`config.mk`:
```
export PLATFORM = sky130hd
export DESIGN_NAME = delay_pipe
export DESIGN_NICKNAME = d
export VERILOG_FILES = /design/src/rtl/delay_pipe_pkg.sv /design/src/rtl/delay_pipe_stage.sv /design/src/rtl/delay_pipe.sv
export SDC_FILE = /design/constraint.sdc
export NUM_CORES = 1
export LEC_CHECK = 0
export CORE_MARGIN = 5
export CORE_UTILIZATION = 53
export DETAILED_ROUTE_END_ITERATION = 10
export MAX_ROUTING_LAYER = met4
export PLACE_DENSITY = 0.79
export SYNTH_ARGS = -nofsm -noshare
export SYNTH_HDL_FRONTEND = slang
export SYNTH_SLANG_ARGS = --single-unit
```
`constraint.sdc`:
```
create_clock -name clk -period 2.8 [get_ports clk]
set_clock_uncertainty 0.1 [all_clocks]
set_input_delay 0.28 -clock clk [delete_from_list [all_inputs] [get_ports clk]]
set_output_delay 0.28 -clock clk [all_outputs]
set_load 0.005 [all_outputs]
```
`src/rtl/delay_pipe_pkg.sv`:
```
// Shared constants and helpers for the delay_pipe elastic delay line.
package delay_pipe_pkg;

  // Backpressure modes selectable through the MODE parameter.
  localparam int unsigned DELAY_MODE_LOCKSTEP = 0;
  localparam int unsigned DELAY_MODE_COLLAPSE = 1;

  // Width of an occupancy counter that must represent 0..latency inclusive.
  function automatic int unsigned count_width(input int unsigned latency);
    return $clog2(latency + 1);
  endfunction

endpackage

```
`src/rtl/delay_pipe_stage.sv`:
```
// One stage of the delay line: a valid bit plus a payload register.
// The payload only loads when a valid token arrives, so bubbles do not toggle it.
module delay_pipe_stage #(
  parameter int unsigned DATA_WIDTH = 32
) (
  input  logic                  clk,
  input  logic                  rst,
  input  logic                  en,
  input  logic                  valid_prev,
  input  logic [DATA_WIDTH-1:0] data_prev,
  output logic                  valid,
  output logic [DATA_WIDTH-1:0] data
);

  logic                  valid_q;
  logic [DATA_WIDTH-1:0] data_q;

  // Stage register: reset wins, otherwise advance on en with load-gated data.
  always_ff @(posedge clk) begin
    if (rst) begin
      valid_q <= 1'b0;
      data_q  <= '0;
    end else if (en) begin
      valid_q <= valid_prev;
      if (valid_prev) begin
        data_q <= data_prev;
      end
    end
  end

  assign valid = valid_q;
  assign data  = data_q;

endmodule

```
`src/rtl/delay_pipe.sv`:
```
// Elastic fixed-latency delay line carrying a payload beside its valid token.
// MODE selects lockstep stalling (whole line freezes on !ready_in) or collapse
// (empty stages keep advancing so bubbles are squeezed out). Also reports how
// many stages currently hold a token.
module delay_pipe
  import delay_pipe_pkg::*;
#(
  parameter int unsigned DATA_WIDTH = 32,
  parameter int unsigned LATENCY    = 4,
  parameter int unsigned MODE       = 0
) (
  input  logic                             clk,
  input  logic                             rst,
  input  logic [DATA_WIDTH-1:0]            data_in,
  input  logic                             valid_in,
  output logic                             ready_out,
  output logic [DATA_WIDTH-1:0]            data_out,
  output logic                             valid_out,
  input  logic                             ready_in,
  output logic [count_width(LATENCY)-1:0]  count
);

  localparam int unsigned CountWidth = count_width(LATENCY);

  // Reject nonsensical configurations at elaboration time.
  if (DATA_WIDTH < 1) begin : g_bad_width
    $error("delay_pipe: DATA_WIDTH must be at least 1");
  end
  if (LATENCY < 1) begin : g_bad_latency
    $error("delay_pipe: LATENCY must be at least 1");
  end
  if (MODE != DELAY_MODE_LOCKSTEP && MODE != DELAY_MODE_COLLAPSE) begin : g_bad_mode
    $error("delay_pipe: MODE must be 0 (lockstep) or 1 (collapse)");
  end

  logic [LATENCY-1:0]    v;
  logic [DATA_WIDTH-1:0] d [LATENCY];
  logic [LATENCY-1:0]    en;
  logic                  en_acc;

  logic                  accept_in;
  logic                  transfer_out;
  logic [CountWidth-1:0] count_d, count_q;

  // Stage enables. In collapse mode en[i] = en[i+1] | ~v[i], unrolled from the
  // tail with a running OR so no bit of en feeds back into the same vector.
  always_comb begin
    en     = '0;
    en_acc = ready_in;
    if (MODE == DELAY_MODE_COLLAPSE) begin
      for (int i = int'(LATENCY) - 1; i >= 0; i--) begin
        en_acc = en_acc | ~v[i];
        en[i]  = en_acc;
      end
    end else begin
      en = {LATENCY{ready_in}};
    end
  end

  assign ready_out = en[0];

  for (genvar i = 0; i < LATENCY; i++) begin : g_stage
    logic                  valid_prev;
    logic [DATA_WIDTH-1:0] data_prev;

    if (i == 0) begin : g_head
      assign valid_prev = valid_in;
      assign data_prev  = data_in;
    end else begin : g_body
      assign valid_prev = v[i-1];
      assign data_prev  = d[i-1];
    end

    delay_pipe_stage #(
      .DATA_WIDTH(DATA_WIDTH)
    ) u_stage (
      .clk       (clk),
      .rst       (rst),
      .en        (en[i]),
      .valid_prev(valid_prev),
      .data_prev (data_prev),
      .valid     (v[i]),
      .data      (d[i])
    );
  end

  assign valid_out = v[LATENCY-1];
  assign data_out  = d[LATENCY-1];

  assign accept_in    = valid_in & ready_out;
  assign transfer_out = valid_out & ready_in;

  // Occupancy: +1 per accepted token, -1 per token leaving; both cancel out.
  always_comb begin
    count_d = count_q;
    if (accept_in && !transfer_out) begin
      count_d = count_q + CountWidth'(1);
    end else if (!accept_in && transfer_out) begin
      count_d = count_q - CountWidth'(1);
    end
  end

  // Occupancy register.
  always_ff @(posedge clk) begin
    if (rst) begin
      count_q <= '0;
    end else begin
      count_q <= count_d;
    end
  end

  assign count = count_q;

endmodule

```
Yosys cells after proc, flatten, opt, wreduce, memory -nomap -nowiden
Cells that the tools add are included.
Storage, ports and cells
  bits in latches: 0
  logic and storage cells: 24
  output and inout bits: 37
  bits in registers: 135
  bits in read-only memories: 0
  memories kept: 0
  input port bits: 36
  memory bits (writable): 0
Cells by class
  add/subtract/negate cells: 2
  div/mod/pow operators: 0
  $mul: 0
  reductions and logical operators: 9
  mux-type cells: 2
  $lt $le $gt $ge: 0
  equality and inequality tests: 0
  shift-type cells: 0
  bitwise gates (word level): 2
Operator list (count)
  AND reduction 2 bit: 4
  2-to-1 mux 3 bit: 2
  adder 3 x 1 -> 3 bit, second input constant: 1
  subtractor 3 x 1 -> 3 bit, second input constant: 1
  AND 1 bit: 2
  logical AND 1 bit: 2
  logical NOT 1 bit: 2
  nonzero test 2 bit: 1

Depth between registers and ports, before layout
Gate-level depths: netlist (run 1).
  depth after elaboration: 5
  gate-level depth with buffers: 10
  gate-level depth less buffers: 8

Modules after synthesis
Synthesis (run 1) repeated with hierarchy kept, for this count alone.
Unflattened totals
  cells, all modules: 613
  area, all modules: 6256.0 um^2
By module, submodules not included
  delay_pipe_stage: cells an instance 149, sequential area each 660.6 um^2, times used 4, area each 1522.7 um^2
  delay_pipe: cells an instance 17, sequential area each 60.1 um^2, times used 1, area each 165.2 um^2

Worst setup path before layout (run 1)
OpenSTA, ideal clock, no wires.
  kind: in2reg
  start: in ready_in
  end: reg count_q[2], in the netlist count[2]
  arrival: 1.899 ns
  path slack: 0.731 ns
  library setup time: 0.070 ns
  buffers on the path: 2
  required time: 2.630 ns
  cell stages on the path: 10
  cells stage by stage: buf_4 nand2_2 inv_2 buf_4 ha_1 inv_1 fa_1 xor2_1 or3_1 a21oi_1
On the way
  cells in the longest elaborated chain, start to end: 4
  elaborated cells on any way between the ends: 8
  classes of those cells: mux (1); bitwise (2); reduce/logical (5)
Ends and longest elaborated chain
  from (decl): line delay_pipe.sv:19  | input logic ready_in,
  AND 1 bit *: line delay_pipe.sv:90  | assign accept_in = valid_in & ready_out;
  named net accept_in: line delay_pipe.sv:41  | logic accept_in;
  logical NOT 1 bit: line delay_pipe.sv:98  | end else if (!accept_in && transfer_out) begin
  logical AND 1 bit: line delay_pipe.sv:98
  nonzero test 2 bit (no source line)
  to (signal assigned): line delay_pipe.sv:108  | count_q <= count_d;
  to (decl): line delay_pipe.sv:43  | logic [CountWidth-1:0] count_d, count_q;
Mark *: on every way through the listed nets, which the timed path passes. The rest lies on a longest branch.
A chain may end at the register's enable or synchronous reset.

Final worst setup path (run 1)
  start: in ready_in
  end: out ready_out
RTL lines
  to (decl): line delay_pipe.sv:16  | output logic ready_out,
No word-level cell between the ends.

==> impl_metrics.xml, run 1 <==
<?xml version="1.0" encoding="UTF-8"?>
<metrics>
  <group name="power_and_ir_drop">
    <metric name="power_per_cell_area" unit="mW/mm^2">732.2</metric>
    <metric name="p_leak" unit="nW">2.066</metric>
    <metric name="peak_vdd_ir" unit="mV">0.4375</metric>
    <metric name="design_power_total" unit="mW">4.417</metric>
  </group>
  <group name="worst_setup_path">
    <metric name="worstSetupStartpointType" unit="">input port</metric>
    <metric name="rr_startpoint" unit="">g_stage[3].u_stage.valid$_SDFFE_PP0P_</metric>
    <metric name="r2r_slack" unit="ps">1020</metric>
    <metric name="r2r.worst_path.cells" unit="">7</metric>
    <metric name="required" unit="ps">2420</metric>
    <metric name="worstPathMaxFanout" unit="">12</metric>
    <metric name="worst-endpoint-arrival" unit="ps">1470</metric>
    <metric name="setup.worst_path.end_class" unit="">output port</metric>
    <metric name="reg2reg_to" unit="">count[2]$_SDFFE_PP0P_</metric>
    <metric name="path_class" unit="">input port to output port</metric>
  </group>
  <group name="final_layout">
    <metric name="post-route-util" unit="%">69.17</metric>
    <metric name="count_of_inserted_antenna_diode_cells" unit="">0</metric>
    <metric name="drive_gt1_share" unit="%">6.798</metric>
    <metric name="final_cells" unit="">770</metric>
    <metric name="layout-area-overhead-vs-synth" unit="%">27.40</metric>
    <metric name="nNetsFinal" unit="">688</metric>
  </group>
  <group name="synthesis">
    <metric name="synth_largest_type_area_fraction" unit="%">57.08</metric>
    <metric name="ys_seq_area_share" unit="%">57.08</metric>
    <metric name="largest_area_contributor_in_the_synthesized_netlist" unit="">dfxtp_1</metric>
    <metric name="postSynthRegisterBits" unit="">135</metric>
    <metric name="postSynthCellCount" unit="">591</metric>
    <metric name="avgSynthCellArea" unit="um^2">8.011</metric>
    <metric name="yosysWarningCount" unit="">0</metric>
    <metric name="synth.net_count" unit="">629</metric>
    <metric name="netlist_area" unit="mm^2">0.004735</metric>
    <metric name="synth.lib_cells_used.distinct" unit="">20</metric>
    <metric name="post_synth_main_area_contributors" unit="">dfxtp_1 (57%), nand2_1 (21%), a21oi_1 (14%)</metric>
  </group>
  <group name="timing">
    <metric name="fin_ws" unit="ps">950.3</metric>
    <metric name="fmax" unit="MHz">540.6</metric>
    <metric name="post-route-period-util" unit="%">66.06</metric>
    <metric name="rsz0062_at_grt" unit="">false</metric>
    <metric name="worst_slew_margin_rel" unit="%">58.35</metric>
    <metric name="final-setup-viol-count" unit="">0</metric>
    <metric name="tightestPinTransition" unit="ps">624.7</metric>
    <metric name="fin_setup_tns" unit="ps">0</metric>
    <metric name="max_slew_violation_count" unit="">0</metric>
    <metric name="post-route-min-period" unit="ps">1850</metric>
    <metric name="finalHoldViolCount" unit="">0</metric>
  </group>
  <group name="worst_hold_path">
    <metric name="worstHoldEndpoint" unit="">g_stage[0].u_stage.data[21]$_SDFFE_PP0P_</metric>
    <metric name="hold_start" unit="">rst</metric>
    <metric name="holdPathStages" unit="">2</metric>
    <metric name="hold_class" unit="">input port to flip-flop</metric>
  </group>
  <group name="global_route">
    <metric name="antenna_found_initial" unit="">0</metric>
    <metric name="grt_pass1_vias" unit="">3930</metric>
    <metric name="gr-usage-all-layers" unit="%">20.32</metric>
    <metric name="global_route_wire_length_before_repair" unit="um">17990</metric>
    <metric name="grt_max_degree" unit="">61</metric>
    <metric name="grt_remaining_overflow" unit="">0</metric>
  </group>
  <group name="placement">
    <metric name="numPortBuffers" unit="">72</metric>
    <metric name="place_hpwl" unit="um">6621</metric>
    <metric name="placement.setup.worst_slack" unit="ps">425.1</metric>
    <metric name="gp_congestion" unit="">0.8217</metric>
    <metric name="place.detailed.instances" unit="">739</metric>
  </group>
  <group name="clocking">
    <metric name="max-clock-path-buffers" unit="">2</metric>
    <metric name="clk_root_buffer_cell" unit="">clkbuf_8</metric>
    <metric name="h-tree-depth" unit="">4</metric>
    <metric name="tritoncts" unit="">yes</metric>
    <metric name="post_cts.repair.setup_buffers" unit="">0</metric>
    <metric name="clk_pin_slew_worst_paths" unit="ps">60</metric>
    <metric name="numCtsBuffers" unit="">17</metric>
    <metric name="clk-insertion-delay-late" unit="ps">520</metric>
    <metric name="hold_buffers" unit="">0</metric>
    <metric name="cts_resized" unit="">0</metric>
    <metric name="cts.sinks" unit="">135</metric>
  </group>
  <group name="die">
    <metric name="initial_core_util" unit="%">54.29</metric>
    <metric name="floorplan.die.width" unit="um">104.5</metric>
    <metric name="placeableCoreArea" unit="mm^2">0.008721</metric>
    <metric name="die-height" unit="um">104.5</metric>
    <metric name="die_area" unit="mm^2">0.01092</metric>
    <metric name="num_rows" unit="">34</metric>
    <metric name="num_io_pins" unit="">73</metric>
  </group>
  <group name="drt">
    <metric name="detailroute.wirelength.met3" unit="um">653</metric>
    <metric name="detail_route.vias_per_cell" unit="">5.119</metric>
    <metric name="starting_drt_drc_count" unit="">219</metric>
    <metric name="routed-wl-met2" unit="um">4767</metric>
    <metric name="m1WireLength" unit="um">4863</metric>
    <metric name="maxUsedRoutingLayer" unit="">met4</metric>
    <metric name="vias" unit="">3942</metric>
    <metric name="postRouteWirelength" unit="um">10410</metric>
    <metric name="drt-pass1-iter-count" unit="">5</metric>
    <metric name="ant_nets" unit="">0</metric>
    <metric name="total_drc_errors_in_the_routed_layout" unit="">0</metric>
    <metric name="routedWlPerCell" unit="um">13.52</metric>
  </group>
  <group name="status">
    <metric name="outcome" unit="">completed</metric>
  </group>
  <group name="job">
    <metric name="drv_cap" unit="">0</metric>
  </group>
</metrics>
how the worst max path moves through the flow:
stage              from               endpoint  slack, ps  cells past startpoint
6_report       ready_in              ready_out        950                      3
5_1_grt        ready_in  count[2]$_SDFFE_PP0P_        850                      9
4_1_cts        ready_in              ready_out        950                      3
3_5_place_dp   ready_in  count[2]$_SDFFE_PP0P_        430                      9
3_3_place_gp   valid_in  count[2]$_SDFFE_PP0P_        480                      9
2_1_floorplan  ready_in  count[2]$_SDFFE_PP0P_        730                     10
sequential cells by signal, summed over array words and instances, names as in the netlist:
name / cells
g_stage.u_stage.data: 128
g_stage.u_stage.valid: 4
count: 3
cell families after synthesis:
logic type	synth area share, %
AO/OA/AOI/OAI	14.16
flip-flops	57.08
adder cells (fa/ha/maj)	0.6871
XOR/XNOR	0.3700
AND/OR/NAND/NOR	21.96
multiplexers	0.2114
buffers and inverters	5.523
synthesized netlist by cell type, drive strengths merged:
| cell | count |
|---|---|
| nand2 | 261 |
| dfxtp | 135 |
| a21oi | 133 |
| buf | 33 |
| clkbuf | 11 |
| nand2b | 4 |
| and2 | 3 |
| inv | 2 |
| nor2 | 2 |
| xor2 | 2 |
| fa | 1 |
| ha | 1 |
| mux2i | 1 |
| o21ai | 1 |
| or3 | 1 |
per-stage QoR:
| step | hold WS, ps | instance area [um^2] |
|---|---|---|
| 5_1_grt | 188.2 | 6032 |
| 3_5_place_dp | 345.2 | 5424 |
| 2_1_floorplan | 316.0 | 4735 |
| 4_1_cts | 161.6 | 6032 |
| 6_report | 179.8 | 6032 |
| 3_3_place_gp | 341.3 | 5424 |
cells in the final DEF, fill, tap and decap left out:
cell and instances:
nand2_1 260, dfxtp_1 135, a21oi_1 133, clkdlybuf4s50_1 71
clkbuf_16 16, buf_4 13, nand2b_1 4, bufinv_16 4
and2_1 3, clkinv_2 3, nor2_1 2, xor2_1 2
clkbuf_8 2, clkinvlp_4 2, clkinv_4 2, nand2_2 1
inv_2 1, mux2i_1 1, o21ai_0 1, or3_1 1
inv_1 1, fa_1 1, ha_1 1, inv_6 1
clkbuf_1 1
where the power goes:
part | switching, mW | total [mW] | internal (mW)
clock | 0.805 | 2.27 | 1.46
combinational | 0.0953 | 0.178 | 0.0830
sequential | 0.0174 | 1.97 | 1.95
total | 0.918 | 4.42 | 3.50
worst max-delay path, cell delays in order:
cell and delay [ps]:
clkdlybuf4s50_1 500, buf_4 170, clkdlybuf4s50_1 520
layer usage:
layer | vias to the layer above | track usage, %
met1 | 1793 | 26.15
met3 | 13 | 5.959
met2 | 125 | 30.54
met4 | 0 | 7.123
li1 | 2011 | -
met5 | - | -
cell type report:
cell class	instances	area, um^2
multi-input cells	410	1770
clock buffers	19	431.7
inverters	2	7.507
clock inverters	12	176.4
well taps	108	135.1
fillers	684	2689
flip-flops and latches	135	2703
repair buffers	84	808.3
(Power assumes the default switching activity.)
==> run 2, diff against run 1 <==
--- a/config.mk
+++ b/config.mk
@@ -6,10 +6,10 @@
 export NUM_CORES = 1
 export LEC_CHECK = 0
 export CORE_MARGIN = 5
-export CORE_UTILIZATION = 53
+export CORE_UTILIZATION = 48
 export DETAILED_ROUTE_END_ITERATION = 10
 export MAX_ROUTING_LAYER = met4
-export PLACE_DENSITY = 0.79
+export PLACE_DENSITY = 0.75
 export SYNTH_ARGS = -nofsm -noshare
 export SYNTH_HDL_FRONTEND = slang
 export SYNTH_SLANG_ARGS = --single-unit
==> constraint.sdc (replaced) <==
create_clock -name clk -period 1.5 [get_ports clk]
set_clock_uncertainty 0.1 [all_clocks]
set_input_delay 0.15 -clock clk [delete_from_list [all_inputs] [get_ports clk]]
set_output_delay 0.15 -clock clk [all_outputs]
set_load 0.005 [all_outputs]
==> run 2 against run 1 <==
The flow now finishes with violations (setup timing). Clock-buffer cell count grew 2. Flip-flop and latch count is the same. First-iteration DRC count grew 19%. Highest routed layer unchanged.
==> impl_metrics.xml, run 2 (synthesis gave the netlist of run 1 again) <==
<?xml version="1.0" encoding="UTF-8"?>
<metrics>
  <group name="global_route">
    <metric name="grt_max_degree" unit="">115</metric>
    <metric name="antenna_found_initial" unit="">0</metric>
    <metric name="grt_pass1_vias" unit="">3822</metric>
    <metric name="grt_remaining_overflow" unit="">0</metric>
    <metric name="gr-usage-all-layers" unit="%">19.26</metric>
    <metric name="global_route_wire_length_before_repair" unit="um">17650</metric>
  </group>
  <group name="final_layout">
    <metric name="drive_gt1_share" unit="%">9.077</metric>
    <metric name="count_of_inserted_antenna_diode_cells" unit="">0</metric>
    <metric name="most_common_cell_after_layout_fill_and_taps_aside" unit="">nand2_1</metric>
    <metric name="nNetsFinal" unit="">697</metric>
    <metric name="fillerInstances" unit="">842</metric>
    <metric name="layout.cells.most_common_list" unit="">nand2_1 (259), a21oi_1 (133), dfxtp_1 (132)</metric>
    <metric name="layout-area-overhead-vs-synth" unit="%">31.87</metric>
    <metric name="number_of_flip_flops_in_the_largest_register" unit="">128</metric>
  </group>
  <group name="timing">
    <metric name="tightestPinTransition" unit="ps">479.3</metric>
    <metric name="max_slew_violation_count" unit="">0</metric>
    <metric name="rsz0062_at_grt" unit="">true</metric>
    <metric name="fin_setup_tns" unit="ps">-323.4</metric>
    <metric name="post-route-period-util" unit="%">112.8</metric>
    <metric name="final-setup-viol-count" unit="">2</metric>
    <metric name="fmax" unit="MHz">590.8</metric>
    <metric name="finalHoldViolCount" unit="">0</metric>
    <metric name="worst_slew_margin_rel" unit="%">68.05</metric>
    <metric name="post-route-min-period" unit="ps">1693</metric>
    <metric name="fin_ws" unit="ps">-192.7</metric>
  </group>
  <group name="worst_setup_path">
    <metric name="worst-endpoint-arrival" unit="ps">2040</metric>
    <metric name="setup.worst_path.end_class" unit="">flip-flop</metric>
    <metric name="path_class" unit="">input port to flip-flop</metric>
    <metric name="required" unit="ps">1840</metric>
    <metric name="worstSetupStartpointType" unit="">input port</metric>
    <metric name="worstPathMaxFanout" unit="">2</metric>
  </group>
  <group name="clocking">
    <metric name="clk_pin_slew_worst_paths" unit="ps">60</metric>
    <metric name="tritoncts" unit="">yes</metric>
    <metric name="clk_root_buffer_cell" unit="">clkbuf_8</metric>
    <metric name="clk-insertion-delay-late" unit="ps">510</metric>
    <metric name="h-tree-depth" unit="">4</metric>
    <metric name="cts.sinks" unit="">135</metric>
    <metric name="max-clock-path-buffers" unit="">2</metric>
    <metric name="numCtsBuffers" unit="">17</metric>
  </group>
  <group name="placement">
    <metric name="placement.setup.worst_slack" unit="ps">-677.0</metric>
    <metric name="numPortBuffers" unit="">72</metric>
    <metric name="gp_congestion" unit="">0.7661</metric>
    <metric name="place_hpwl" unit="um">6608</metric>
  </group>
  <group name="die">
    <metric name="die_area" unit="mm^2">0.01195</metric>
    <metric name="placeableCoreArea" unit="mm^2">0.009684</metric>
    <metric name="num_rows" unit="">36</metric>
    <metric name="initial_core_util" unit="%">48.89</metric>
    <metric name="num_io_pins" unit="">73</metric>
    <metric name="die-height" unit="um">109.3</metric>
    <metric name="floorplan.die.width" unit="um">109.3</metric>
  </group>
  <group name="drt">
    <metric name="drt-pass1-iter-count" unit="">4</metric>
    <metric name="routedWlPerCell" unit="um">12.74</metric>
    <metric name="ant_nets" unit="">0</metric>
    <metric name="postRouteWirelength" unit="um">10260</metric>
    <metric name="detail_route.vias_per_cell" unit="">4.865</metric>
    <metric name="vias" unit="">3916</metric>
    <metric name="total_drc_errors_in_the_routed_layout" unit="">0</metric>
    <metric name="starting_drt_drc_count" unit="">261</metric>
  </group>
  <group name="power_and_ir_drop">
    <metric name="p_leak" unit="nW">2.322</metric>
    <metric name="clock_network_fraction_of_total_power" unit="%">52.5</metric>
    <metric name="peak_vdd_ir" unit="mV">0.7588</metric>
    <metric name="sw_frac_of_total" unit="%">19.92</metric>
    <metric name="p_int" unit="mW">6.826</metric>
    <metric name="share_comb_of_total_power" unit="%">4.3</metric>
    <metric name="total_switching_power" unit="mW">1.698</metric>
    <metric name="power_frac_seq" unit="%">43.1</metric>
    <metric name="power_per_cell_area" unit="mW/mm^2">1365</metric>
  </group>
  <group name="status">
    <metric name="violated_checks" unit="">setup timing</metric>
    <metric name="outcome" unit="">finished, violations left</metric>
  </group>
  <group name="job">
    <metric name="drv_cap" unit="">0</metric>
  </group>
  <group name="worst_hold_path">
    <metric name="hold_class" unit="">input port to flip-flop</metric>
  </group>
</metrics>
run 2: changes by cell type in the layout (fill, tap and decap cells not counted), sizes merged, moves of 2 or more:
cell | before | now
buf | 13 | 21
clkbuf | 19 | 21
clkdlybuf4s15 | 0 | 2
clkdlybuf4s50 | 71 | 35
clkinv | 5 | 3
dlygate4sd2 | 0 | 34
run 2: metrics by stage:
step / cell area (um^2) / util, % / instances / power, mW / hold slack [ps]
after floorplan: 4785 / - / 591 / 3.954 / 186.0
after global placement: 5589 / 57.71 / 769 / 4.103 / 339.8
after detailed placement: 5589 / 57.71 / 769 / 4.117 / 345.8
after CTS: 6242 / 64.46 / 805 / 8.582 / 65.23
after global routing: 6243 / 64.47 / 805 / 8.786 / 72.70
final: 6243 / 64.47 / 805 / 8.525 / 82.92
run 2: area by class of cell:
type                    instances  area [um^2]  share of cell area [%]
flip-flops and latches        135         2706                   43.35
multi-input cells             410         1802                   28.86
repair buffers                 93        902.1                   14.45
clock buffers                  21        459.2                   7.355
clock inverters                11        195.2                   3.126
well taps                     133        166.4                   2.665
inverters                       2        12.51                  0.2004
run 2: what timing repair did:
item	CTS	global route
buffers inserted	3	0
endpoints found under the hold margin	21	0
pin swaps	2	0
gates resized for setup	42	1
endpoints found under the setup margin	39	4
hold buffers	1	0
run 2: power groups by stage:
| stage | clock network, mW | logic [mW] | registers (mW) |
|---|---|---|---|
| final | 4.48 | 0.369 | 3.68 |
| after global routing | 4.69 | 0.410 | 3.68 |
| after CTS | 4.53 | 0.372 | 3.68 |
| after detailed placement | 0 | 0.363 | 3.75 |
| after global placement | 0 | 0.353 | 3.75 |
| after floorplan | 0 | 0.208 | 3.75 |
run 2: worst paths after layout:
path	start	cells past startpoint	end	slack (ps)
worst min register to register	g_stage[3].u_stage.data[0]$_SDFFE_PP0P_	2	g_stage[3].u_stage.data[0]$_SDFFE_PP0P_	350
worst min-delay path	data_in[3]	3	g_stage[0].u_stage.data[3]$_SDFFE_PP0P_	80
worst max register to register	g_stage[3].u_stage.valid$_SDFFE_PP0P_	7	count[2]$_SDFFE_PP0P_	-190
worst max-delay path	valid_in	9	count[2]$_SDFFE_PP0P_	-190
run 2: per-layer routing:
| layer | wire [um] | global-route usage [%] | vias to the layer above | part of all wire (%) |
|---|---|---|---|---|
| met5 | 0 | - | - | 0 |
| met4 | 93 | 5.343 | 0 | 0.91 |
| met3 | 514 | 5.167 | 7 | 5.0 |
| met2 | 4692 | 29.91 | 104 | 46 |
| met1 | 4955 | 24.94 | 1779 | 48 |
| li1 | - | - | 2026 | - |
run 2: worst max-delay path: stages:
cell and delay [ps]:
clkdlybuf4s50_1 620, nand2_8 80, inv_6 70, ha_4 130, inv_2 40, fa_2 340
xor2_1 150, or3_1 300, a21oi_1 150
